### config.mk
export PLATFORM = sky130hd
export DESIGN_NAME = fetch_pc_unit
export DESIGN_NICKNAME = d
export VERILOG_FILES = /design/src/rtl/fetch_pc_unit_pkg.sv /design/src/rtl/fetch_pc_unit.sv
export SDC_FILE = /design/constraint.sdc
export NUM_CORES = 1
export LEC_CHECK = 0
export BUFFER_PORTS_ARGS = -buffer_cell sky130_fd_sc_hd__clkbuf_2
export CAP_MARGIN = 25
export CORE_UTILIZATION = 48
export DETAILED_ROUTE_END_ITERATION = 12
export PLACE_DENSITY = 0.77
export SYNTH_ARGS = -nofsm -noshare
export SYNTH_HDL_FRONTEND = slang
export SYNTH_SLANG_ARGS = --single-unit
### constraint.sdc
create_clock -name clk -period 2.4 [get_ports clk]
set_input_delay 0.12 -clock clk [delete_from_list [all_inputs] [get_ports clk]]
set_output_delay 0.12 -clock clk [all_outputs]
set_load 0.01 [all_outputs]
### src/rtl/fetch_pc_unit_pkg.sv
// ============================================================================
// fetch_pc_unit_pkg : shared widths, stage indices, reset vector, fetch states
// Rev 1.0
// ============================================================================
`default_nettype none

package fetch_pc_unit_pkg;

  localparam int STAGES_W   = 5;
  localparam int STAGE_PC   = 0;
  localparam int ADDR_BUS_W = 32;
  localparam int DATA_BUS_W = 32;

  localparam logic [ADDR_BUS_W-1:0] BASE_BTS  = 32'hBFC0_0000;
  localparam logic [4:0]            EXCT_ADEL = 5'h04;

  typedef enum logic [1:0] {
    ST_ISSUE = 2'd0,
    ST_WAIT  = 2'd1,
    ST_KILL  = 2'd2,
    ST_HOLD  = 2'd3
  } fetch_state_e;

  function automatic logic misaligned(input logic [1:0] lsb);
    return lsb != 2'b00;
  endfunction

endpackage

`default_nettype wire

### src/rtl/fetch_pc_unit.sv
// ============================================================================
// fetch_pc_unit : PC register, single-outstanding instruction fetch, redirects
// Rev 1.0
// ============================================================================
`default_nettype none

module fetch_pc_unit
  import fetch_pc_unit_pkg::*;
#(
  parameter int                ADDR_W   = ADDR_BUS_W,
  parameter logic [ADDR_W-1:0] RESET_PC = ADDR_W'(BASE_BTS)
) (
  input  logic                  clk,
  input  logic                  rst,
  input  logic [STAGES_W-1:0]   stall,
  input  logic [STAGES_W-1:0]   flush,
  input  logic [ADDR_W-1:0]     flush_pc,
  input  logic                  br_flag,
  input  logic [ADDR_W-1:0]     br_addr,
  output logic                  ibus_en,
  output logic [ADDR_W-1:0]     ibus_addr,
  input  logic                  ibus_valid,
  input  logic [DATA_BUS_W-1:0] ibus_rdata,
  output logic                  stallreq_if,
  output logic                  if_valid,
  output logic [ADDR_W-1:0]     if_pc,
  output logic [DATA_BUS_W-1:0] if_inst,
  output logic                  if_exc
);

  fetch_state_e          r_state, w_state_nxt;
  logic [ADDR_W-1:0]     r_pc, w_pc_nxt, w_pc_adv;
  logic                  r_pend, w_pend_nxt;
  logic [ADDR_W-1:0]     r_pend_addr, w_pend_addr_nxt;
  logic [DATA_BUS_W-1:0] r_buf, w_buf_nxt;
  logic                  r_if_valid, r_if_exc;
  logic [ADDR_W-1:0]     r_if_pc;
  logic [DATA_BUS_W-1:0] r_if_inst;

  logic                  w_flush, w_stall, w_pc_misal, w_adv_misal;
  logic                  w_issue_req, w_wait_req, w_advance;
  logic                  w_dlv, w_dlv_exc;
  logic [DATA_BUS_W-1:0] w_dlv_inst;
  logic                  w_unused;

  assign w_unused    = ^{stall[STAGES_W-1:1], flush[STAGES_W-1:1]};
  assign w_flush     = flush[STAGE_PC];
  assign w_pc_misal  = misaligned(r_pc[1:0]);
  assign w_pc_adv    = r_pend ? r_pend_addr : r_pc + ADDR_W'(4);
  assign w_adv_misal = misaligned(w_pc_adv[1:0]);

  // stallreq_if must not depend on stall, so the WAIT-state reissue is kept out of it
  assign w_issue_req = !rst && (r_state == ST_ISSUE) && !w_pc_misal;
  assign stallreq_if = !rst && (((r_state == ST_WAIT) && !ibus_valid) || w_issue_req);
  assign w_stall     = stall[STAGE_PC] && !stallreq_if;

  assign ibus_en     = !rst && (w_issue_req || w_wait_req);
  assign ibus_addr   = (r_state == ST_ISSUE) ? r_pc : w_pc_adv;

  always_comb begin
    w_state_nxt = r_state;
    w_pc_nxt    = r_pc;
    w_buf_nxt   = r_buf;
    w_advance   = 1'b0;
    w_wait_req  = 1'b0;
    w_dlv       = 1'b0;
    w_dlv_inst  = r_buf;
    w_dlv_exc   = 1'b0;

    case (r_state)
      ST_ISSUE: begin
        if (w_flush) begin
          w_pc_nxt    = flush_pc;
          w_state_nxt = w_pc_misal ? ST_ISSUE : ST_KILL;
        end else if (w_pc_misal) begin
          w_dlv      = 1'b1;
          w_dlv_exc  = 1'b1;
          w_dlv_inst = '0;
          w_advance  = !w_stall;
        end else begin
          w_state_nxt = ST_WAIT;
        end
      end
      ST_WAIT: begin
        if (ibus_valid) begin
          if (w_flush) begin
            w_pc_nxt    = flush_pc;
            w_state_nxt = ST_ISSUE;
          end else if (!w_stall) begin
            w_dlv       = 1'b1;
            w_dlv_inst  = ibus_rdata;
            w_advance   = 1'b1;
            w_wait_req  = !w_adv_misal;
            w_state_nxt = w_adv_misal ? ST_ISSUE : ST_WAIT;
          end else begin
            w_buf_nxt   = ibus_rdata;
            w_state_nxt = ST_HOLD;
          end
        end else if (w_flush) begin
          w_pc_nxt    = flush_pc;
          w_state_nxt = ST_KILL;
        end
      end
      ST_KILL: begin
        if (w_flush) w_pc_nxt = flush_pc;
        if (ibus_valid) w_state_nxt = ST_ISSUE;
      end
      ST_HOLD: begin
        if (w_flush) begin
          w_pc_nxt    = flush_pc;
          w_state_nxt = ST_ISSUE;
        end else if (!w_stall) begin
          w_dlv       = 1'b1;
          w_advance   = 1'b1;
          w_state_nxt = ST_ISSUE;
        end
      end
      default: w_state_nxt = ST_ISSUE;
    endcase

    if (w_advance) w_pc_nxt = w_pc_adv;

    // A redirect overrides any branch seen in the same cycle
    w_pend_nxt      = r_pend;
    w_pend_addr_nxt = r_pend_addr;
    if (w_flush) begin
      w_pend_nxt = 1'b0;
    end else if (br_flag) begin
      w_pend_nxt      = 1'b1;
      w_pend_addr_nxt = br_addr;
    end else if (w_advance) begin
      w_pend_nxt = 1'b0;
    end
  end

  always_ff @(posedge clk) begin
    if (rst) begin
      r_state     <= ST_ISSUE;
      r_pc        <= RESET_PC;
      r_pend      <= 1'b0;
      r_pend_addr <= '0;
      r_buf       <= '0;
      r_if_valid  <= 1'b0;
      r_if_pc     <= '0;
      r_if_inst   <= '0;
      r_if_exc    <= 1'b0;
    end else begin
      r_state     <= w_state_nxt;
      r_pc        <= w_pc_nxt;
      r_pend      <= w_pend_nxt;
      r_pend_addr <= w_pend_addr_nxt;
      r_buf       <= w_buf_nxt;
      r_if_valid  <= w_dlv;
      if (w_dlv) begin
        r_if_pc   <= r_pc;
        r_if_inst <= w_dlv_inst;
        r_if_exc  <= w_dlv_exc;
      end
    end
  end

  assign if_valid = r_if_valid;
  assign if_pc    = r_if_pc;
  assign if_inst  = r_if_inst;
  assign if_exc   = r_if_exc;

endmodule

`default_nettype wire

==> results_dict.tcl, run 1 <==
set metrics [dict create \
    clkTransAtPathRegs_ns 0.06 \
    finalPower_mw 7.307 \
    clk-insertion-delay-late_ns 0.43 \
    cts_tree "done" \
    fmax_ghz 0.3615 \
    grt.busiest_layer "met2" \
    grt_pass1_vias 8026 \
    post-place-ws_ns 0.01252 \
    ioPinCount 210 \
    rsz0062_at_grt "true" \
    use_met2_pct 46.90 \
    syn_area_um2 7883 \
    placementRows 46 \
    fin_skew_ns 0.009730 \
    slew_viol_final 0 \
    yosysWarnings 0 \
    cpMaxStageDelayCell "or4_4" \
    area.sequential_um2 3313 \
    syn_inst 1053 \
    dieArea_um2 16940 \
    drtAntennaViolNets 0 \
    die-height_um 130.2 \
    drt-total-wl_um 26210 \
    multi_input_area_um2 4452 \
    synth_edf_count 0 \
    start_kind "flip-flop" \
    hold_path_startpoint "flush_pc[0]" \
    crit_chain "buf_6 -> nand3_2 -> or4_4 -> o31a_1 -> or3_4 -> a31o_1 -> buf_2" \
    synth_area_per_cell_um2 7.486 \
    p_switching_mw 2.096 \
    grt_start_max_net_pins 75 \
    ir_drop_mv 0.5626 \
    synthTopCellsByArea "dfxtp_1, nand2_1, a21oi_1" \
    gp_congestion 0.9189 \
    layout.cells.non_filler 1561 \
    syn_nets 1164 \
    wl_per_cell_um 16.79 \
    end_kind "output port" \
    grt_use_total_pct 30.42 \
    synth_seq_cells 165 \
    vias_per_cell 5.707 \
    portBuffers 201 \
    worst_pin_slew_ns 0.9749 \
    drc 0 \
    dr.pass1.iters 5 \
    final_common_cell "nand2_1" \
    h-tree-depth 4 \
    whs_path_depth 3 \
    async_flop_share_pct 0 \
    hold-path-endpoint "r_pc[0]$_SDFFE_PP0P_" \
    clockBufferDepth 2 \
    switching_share_pct 28.68 \
    grt_pass1_wl_um 40120 \
    antennaDiodeCount 0 \
    finalWorstSetupSlack_ns -0.3665 \
    critPathArrivalTime_ns 2.65 \
    nFillCells 1299 \
    ff2ff_path_depth 7 \
    rrSetupSlack_ns 0.19 \
    internal-power_mw 5.211 \
    dp_hpwl_um 16940 \
    synth_ff_type "dfxtp_1" \
    num_vias 8909 \
    hold_violations 0 \
    leakagePower_nw 4.458 \
    hold_path_class "input pin to flip-flop" \
    violations "negative setup slack" \
    dr.first_iter.drc_count 883 \
    overflow 0 \
    comb_power_share_pct 20.7 \
    yosysSeqAreaShare_pct 41.90 \
    nets 1443 \
    fp.coreArea_um2 15940 \
    path_class "flip-flop to output port" \
    status "finished, violations left" \
    cts_made_buffers 17 \
    slew_headroom_pct 34.76 \
    crit_path_max_incr_delay_ns 0.63 \
    period_share_pct 115.3 \
    die_w_um 130.2 \
    crit_fanout 6 \
    setup_viol 16 \
    synthDominantCellAreaShare_pct 41.90 \
    use_met3_pct 6.519 \
    p_seq_share_pct 41.1 \
    grt_antenna_before_repair 0 \
    use_met1_pct 41.08 \
    power_density_nw_per_um2 654.3 \
    reg2reg_to "r_pc[27]$_SDFFE_PP1P_" \
    final_cell_mix "nand2_1, clkbuf_2, dfxtp_1" \
    synth_cell_type_count 57 \
    clock-root-buffer "clkbuf_16" \
    start_util_pct 49.44 \
    synthToLayoutAreaGrowth_pct 41.68 \
    period_needed_ns 2.766 \
    clkSinkCount 165 \
    yosysTopAreaCell "dfxtp_1" \
    layout-drive-gt1-share_pct 27.36 \
    reg2reg_from "r_pc[2]$_SDFFE_PP0P_" \
    power_frac_clock_pct 38.2 \
    cap_violations 0 \
    dp_cells 1432 \
    required_ns 2.28 \
]
cells in the mapped netlist (4+ instances only):
library cell	instances
nor3_1	35
a221o_1	4
xor2_1	8
o21a_1	6
a31o_2	7
buf_2	8
nor4_1	10
or3_1	6
o31a_1	6
nand3_1	10
clkbuf_1	78
nand2_1	259
inv_1	9
buf_1	9
a31oi_1	18
o21ai_0	25
o31ai_1	18
nand2b_1	18
dfxtp_1	165
mux2i_1	11
a21oi_1	145
xnor2_1	4
and2_1	12
nor2_1	66
a22oi_1	11
nand4_1	5
a221oi_1	18
nor2b_1	9
a211oi_1	25
o211ai_1	6
worst max-delay path, delay by kind of cell, from the launching register on:
kind,cells,cell delay [ns]
AOI/OAI and AO/OA,2,0.58
buffers and inverters,2,0.24
DFF,1,0.36
and+or+nand+nor,3,1.04
area by class of cell:
class	instances	area share (%)
Multi-Input combinational cell	781	39.86
Inverter	9	0.3025
Clock buffer	21	4.033
Sequential cell	165	29.67
Clock inverter	11	1.356
Timing Repair Buffer	358	22.36
Tap cell	216	2.420
worst max-delay path by stage:
stage,start,endpoint,slack (ns),depth (start not counted)
3_3_place_gp,r_pc[2]$_SDFFE_PP0P_,ibus_addr[26],0.05,8
6_report,r_pc[2]$_SDFFE_PP0P_,ibus_addr[29],-0.37,7
3_5_place_dp,r_pc[3]$_SDFFE_PP0P_,ibus_addr[26],0.01,8
5_1_grt,r_pc[2]$_SDFFE_PP0P_,ibus_addr[29],-0.42,7
2_1_floorplan,r_pc[2]$_SDFFE_PP0P_,ibus_addr[30],0.03,8
4_1_cts,r_pc[3]$_SDFFE_PP0P_,ibus_addr[26],-0.34,8
per-layer routing:
layer	vias to the layer above	routed length [µm]
met5	-	0
met4	0	763
met3	77	2269
met2	454	12040
met1	4140	11130
li1	4238	-
kinds of logic after synthesis:
family | after synthesis | synth area share (%)
fa+ha+maj | 1 | 0.1587
mux | 13 | 1.683
xor+xnor | 12 | 1.333
compound gates | 310 | 24.84
buf+inv | 107 | 5.428
simple gates | 445 | 24.65
flops | 165 | 41.90
stage by stage:
stage	TNS, ns	area, µm²	utilization [%]	hold slack (ns)
final	-3.586	11170	70.05	0.01936
after global placement	0	9276	58.19	0.3448
after floorplan	0	7883	-	0.2560
after detailed placement	0	9276	58.19	0.3472
after global routing	-4.456	11170	70.05	0.02940
after CTS	-3.795	10960	68.73	0.01122
repair_timing:
| item | CTS | global route |
|---|---|---|
| setup endpoints to repair | 17 | 19 |
| hold endpoints to repair | 82 | 0 |
| gates cloned | 0 | 0 |
| hold buffers | 82 | 0 |
| buffers inserted | 9 | 10 |
| resized for setup | 43 | 43 |
| pin swaps | 25 | 21 |
sequential cells by signal, summed over array words and instances (netlist names):
name	count
if_inst	32
if_pc	32
if_exc	1
r_pc	32
r_pend	1
if_valid	1
r_state	2
r_pend_addr	32
r_buf	32
power by group through the flow:
stage	clock network [mW]	logic (mW)	registers (mW)
after floorplan	0	0.735	3.06
after global routing	2.91	1.64	3.02
final	2.79	1.51	3.00
after detailed placement	0	1.28	3.05
after CTS	2.82	1.43	3.00
after global placement	0	1.26	3.05
(Power assumes the default switching activity.)
==> inputs of run 2 (changes only) <==
- CORE_MARGIN: not set -> 4
==> results_dict.tcl, run 2 (synthesized netlist as in run 1, its figures left out) <==
set metrics [dict create \
    rsz0062_at_grt "true" \
    finalWorstSetupSlack_ns -0.3056 \
    crit_family "compound AO/OA/AOI/OAI gates" \
    gp_congestion 0.9299 \
    setup_viol 16 \
    path_class "flip-flop to output port" \
    vias_per_cell 5.672 \
    placementRows 46 \
    portBuffers 201 \
    ioPinCount 210 \
    hold-path-endpoint "r_pc[31]$_SDFFE_PP1P_" \
    dr.pass1.iters 5 \
    power_density_nw_per_um2 645.7 \
    fin_util_pct 69.09 \
    crit_chain "ha_4 -> nand2_2 -> or4_4 -> buf_4 -> o31a_1 -> o31ai_4 -> a21oi_2 -> clkbuf_2" \
    grt_pass1_wl_um 40590 \
    dpl_cell_area_um2 9301 \
    fin_area_um2 11050 \
    leakagePower_nw 4.397 \
    end_kind "output port" \
    fmax_ghz 0.3696 \
    clkTransAtPathRegs_ns 0.06 \
    cpMaxStageDelayCell "or4_4" \
    overflow 0 \
    period_share_pct 112.7 \
    reg2reg_to "r_pc[28]$_SDFFE_PP1P_" \
    start_util_pct 49.26 \
    grt_pass1_vias 8036 \
    die_w_um 136.2 \
    dr.first_iter.drc_count 866 \
    hold_violations 0 \
    slew_headroom_pct 32.57 \
    crit_path_max_incr_delay_ns 0.58 \
    drc 0 \
    hold_path_class "input pin to flip-flop" \
    violations "negative setup slack" \
    wl_met3_um 2407 \
    die-height_um 136.2 \
    clockBufferDepth 2 \
    critPathBufInv 2 \
    h-tree-depth 4 \
    hold_ws_ns 0.02966 \
    dr_wl_met2_um 11740 \
    crit_fanout 6 \
    clk-insertion-delay-late_ns 0.43 \
    required_ns 2.28 \
    cts_tree "done" \
    clock-root-buffer "clkbuf_16" \
    drtAntennaViolNets 0 \
    nFillCells 1316 \
    cap_violations 0 \
    fin_skew_ns 0.008687 \
    drt-total-wl_um 26280 \
    grt_use_total_pct 27.49 \
    hold_path_startpoint "flush_pc[31]" \
    nets 1444 \
    fp.coreArea_um2 16000 \
    route.layer.met1.wl_um 11210 \
    wl_per_cell_um 16.83 \
    ff2ff_path_depth 8 \
    dieArea_um2 18540 \
    worst_pin_slew_ns 1.008 \
    rrSetupSlack_ns 0.18 \
    layout-drive-gt1-share_pct 27.01 \
    clkSinkCount 165 \
    grt_antenna_before_repair 1 \
    status "finished, violations left" \
    ir_drop_mv 0.5613 \
    period_needed_ns 2.706 \
    whs_path_depth 3 \
    final_cell_mix "nand2_1, clkbuf_2, dfxtp_1" \
    dp_hpwl_um 17390 \
    num_vias 8854 \
    synthToLayoutAreaGrowth_pct 40.24 \
    finalPower_mw 7.137 \
    final_common_cell "nand2_1" \
    reg2reg_from "r_pc[2]$_SDFFE_PP0P_" \
    start_kind "flip-flop" \
    critPathArrivalTime_ns 2.59 \
    grt_start_max_net_pins 78 \
    cts_made_buffers 17 \
    slew_viol_final 0 \
    highest_layer "met4" \
]
## run 2: cell types whose count changed in the layout (fill, tap and decap cells not counted), sizes merged, moves of 2 or more
cell / previous run / this run
clkinv: 6 / 4
clkbuf: 211 / 217
clkinvlp: 1 / 3
dlygate4sd3: 82 / 84
buf: 86 / 79
## run 2: final cells by class
class | instances | area, µm² | share of cell area (%)
flip-flops and latches | 165 | 3308 | 29.93
multi-input cells | 781 | 4429 | 40.07
repair buffers | 359 | 2454 | 22.20
inverters | 9 | 33.78 | 0.3056
clock buffers | 21 | 450.4 | 4.075
diodes | 1 | 2.502 | 0.02264
clock inverters | 9 | 106.4 | 0.9621
well taps | 216 | 270.3 | 2.445
## run 2: worst reg2reg max path, stage by stage (launching register included)
cell	delay, ns
dfxtp_2	0.36
ha_4	0.14
nand2_2	0.06
or4_4	0.58
buf_6	0.15
o21ai_2	0.09
or3b_4	0.40
buf_4	0.14
a31o_2	0.19
## run 2: metrics by stage
stage                     worst slack [ns]  TNS [ns]  std cells
after global placement            -0.01967  -0.03184       1437
final                              -0.3056    -2.793       1561
after detailed placement          -0.05148  -0.09290       1437
after CTS                          -0.3055    -2.813       1558
after global routing               -0.3659    -4.033       1561
after floorplan                    0.02797         0       1053
## run 2: how the worst max path moves through the flow
stage | from | endpoint | cells past startpoint
after global routing | r_pc[2]$_SDFFE_PP0P_ | ibus_addr[22] | 8
after floorplan | r_pc[2]$_SDFFE_PP0P_ | ibus_addr[30] | 8
after detailed placement | r_pc[2]$_SDFFE_PP0P_ | ibus_addr[22] | 8
final | r_pc[2]$_SDFFE_PP0P_ | ibus_addr[22] | 8
after CTS | r_pc[3]$_SDFFE_PP0P_ | ibus_addr[30] | 9
after global placement | r_pc[2]$_SDFFE_PP0P_ | ibus_addr[22] | 8
## run 2: where the power goes
part           switching (mW)  internal (mW)  leakage, nW  total (mW)
registers               0.112           2.89         1.35        3.00
clock network            1.09           1.54        0.265        2.63
logic                   0.863          0.642         2.79        1.51
total                    2.07           5.07         4.40        7.14
## run 2: what timing repair did
| item | CTS | global route |
|---|---|---|
| endpoints found under the setup margin | 17 | 17 |
| setup buffers | 7 | 2 |
| pin swaps | 12 | 15 |
| endpoints found under the hold margin | 84 | 0 |
| hold buffers | 84 | 0 |
| resized for setup | 33 | 29 |
| gates cloned | 0 | 0 |
## run 2: layer usage
metal / global-route usage, % / vias to the layer above
li1: - / 4245
met1: 37.49 / 4070
met2: 42.49 / 455
met3: 6.107 / 84
met4: 10.69 / 0
met5: 0 / -
==> inputs of run 3 (changes only) <==
- RECOVER_POWER: not set -> 50
==> results_dict.tcl, run 3 (synthesized netlist as in run 1, its figures left out) <==
set metrics [dict create \
    status "finished, violations left" \
    violations "negative setup slack" \
    vias_per_cell 5.684 \
    clockBufferDepth 2 \
    drtAntennaViolNets 0 \
    slew_viol_final 0 \
    path_class "flip-flop to output port" \
    wl_per_cell_um 16.88 \
    h-tree-depth 4 \
    slew_headroom_pct 35.28 \
    period_share_pct 112.5 \
    cpMaxStageDelayCell "or4_4" \
    nFillCells 1342 \
    num_vias 8872 \
    finalPower_mw 7.106 \
    placementRows 46 \
    fp.coreArea_um2 16000 \
    overflow 0 \
    reg2reg_to "r_pc[14]$_SDFFE_PP0P_" \
    dp_hpwl_um 17390 \
    multi_input_area_um2 4420 \
    hold_path_class "input pin to flip-flop" \
    layout-drive-gt1-share_pct 21.58 \
    reg2reg_from "r_state[0]$_SDFFE_PP0P_" \
    final_common_cell "nand2_1" \
    required_ns 2.28 \
    hold_path_startpoint "flush_pc[31]" \
    dr.first_iter.drc_count 972 \
    die_w_um 136.2 \
    grt_antenna_before_repair 1 \
    hold_violations 0 \
    clkTransAtPathRegs_ns 0.06 \
    end_kind "output port" \
    crit_chain "ha_4 -> nand2_2 -> or4_4 -> buf_4 -> o31a_1 -> o31ai_4 -> a21oi_2 -> clkbuf_2" \
    cts_tree "done" \
    clk-insertion-delay-late_ns 0.43 \
    rrSetupSlack_ns 0.05 \
    post-place-ws_ns -0.05148 \
    setup_viol 16 \
    portBuffers 201 \
    final_cell_mix "nand2_1, dfxtp_1, a21oi_1" \
    drt-total-wl_um 26350 \
    crit_fanout 6 \
    power_density_nw_per_um2 649.3 \
    die-height_um 136.2 \
    grt_start_max_net_pins 78 \
    cts_made_buffers 17 \
    clock-root-buffer "clkbuf_16" \
    grt_pass1_vias 8036 \
    drc 0 \
    grt_use_total_pct 27.49 \
    ioPinCount 210 \
    dieArea_um2 18540 \
    gp_congestion 0.9299 \
    dr.pass1.iters 7 \
    ff2ff_path_depth 4 \
    hold-path-endpoint "r_pc[31]$_SDFFE_PP1P_" \
    cap_violations 0 \
    clkSinkCount 165 \
    finalWorstSetupSlack_ns -0.2996 \
    area.sequential_um2 3308 \
    whs_path_depth 3 \
    critPathArrivalTime_ns 2.58 \
    fin_skew_ns 0.008716 \
    fin_setup_tns_ns -2.682 \
    ir_drop_mv 0.5594 \
    synthToLayoutAreaGrowth_pct 38.84 \
    worst_pin_slew_ns 0.9673 \
    rsz0062_at_grt "true" \
    nets 1444 \
    fmax_ghz 0.3704 \
    crit_path_max_incr_delay_ns 0.58 \
    period_needed_ns 2.700 \
    grt_pass1_wl_um 40590 \
    leakagePower_nw 4.154 \
    start_kind "flip-flop" \
    start_util_pct 49.26 \
]
## run 3: cell count changes in the layout (fill, tap and decap cells not counted)
cell | previous run | this run
a2111oi_0 | 2 | 3
a2111oi_2 | 1 | 0
buf_2 | 2 | 3
buf_4 | 70 | 63
clkbuf_1 | 3 | 74
clkbuf_2 | 196 | 129
clkbuf_4 | 0 | 2
nor2b_1 | 7 | 8
nor2b_2 | 2 | 1
## run 3: cell type report
type	count	share of cell area, %
well taps	216	2.469
repair buffers	359	21.49
clock inverters	9	0.9718
diodes	1	0.02287
clock buffers	21	4.116
inverters	9	0.3087
multi-input cells	781	40.39
flip-flops and latches	165	30.23
## run 3: worst max path at each step
stage                         startpoint       endpoint  cells past startpoint
detailed placement  r_pc[2]$_SDFFE_PP0P_  ibus_addr[22]                      8
floorplan           r_pc[2]$_SDFFE_PP0P_  ibus_addr[30]                      8
global placement    r_pc[2]$_SDFFE_PP0P_  ibus_addr[22]                      8
finish              r_pc[2]$_SDFFE_PP0P_  ibus_addr[22]                      8
global route        r_pc[2]$_SDFFE_PP0P_  ibus_addr[22]                      8
CTS                 r_pc[3]$_SDFFE_PP0P_  ibus_addr[30]                      9
## run 3: report_power, final
part,switching [mW],internal (mW)
logic,0.863,0.620
clock network,1.08,1.54
registers,0.111,2.89
total,2.06,5.05
## run 3: timing repair
item | CTS | global route
gates resized for setup | 33 | 29
pin swaps | 12 | 15
hold endpoints to repair | 84 | 0
setup endpoints to repair | 17 | 17
hold buffers | 84 | 0
setup buffers | 7 | 2
## run 3: through the flow
step	cells	hold WS [ns]	area, µm²	util [%]
2_1_floorplan	1053	0.2560	7883	-
3_3_place_gp	1437	0.3453	9301	58.13
3_5_place_dp	1437	0.3479	9301	58.13
4_1_cts	1558	0.01279	10920	68.23
5_1_grt	1561	0.03968	10940	68.40
6_report	1561	0.02637	10940	68.40
## run 3: metal layers
layer	global-route usage [%]	routed length, µm	vias to the layer above
li1	-	-	4245
met1	37.49	11190	4087
met2	42.49	11800	458
met3	6.107	2438	82
met4	10.69	928	0
met5	0	0	-
## run 3: worst max-delay path, delay by kind of cell, from the launching register on
| kind | cells | cell delay [ns] |
|---|---|---|
| buf+inv | 2 | 0.32 |
| fa+ha+maj | 1 | 0.14 |
| simple gates | 2 | 0.64 |
| flops | 1 | 0.35 |
| compound gates | 3 | 0.69 |
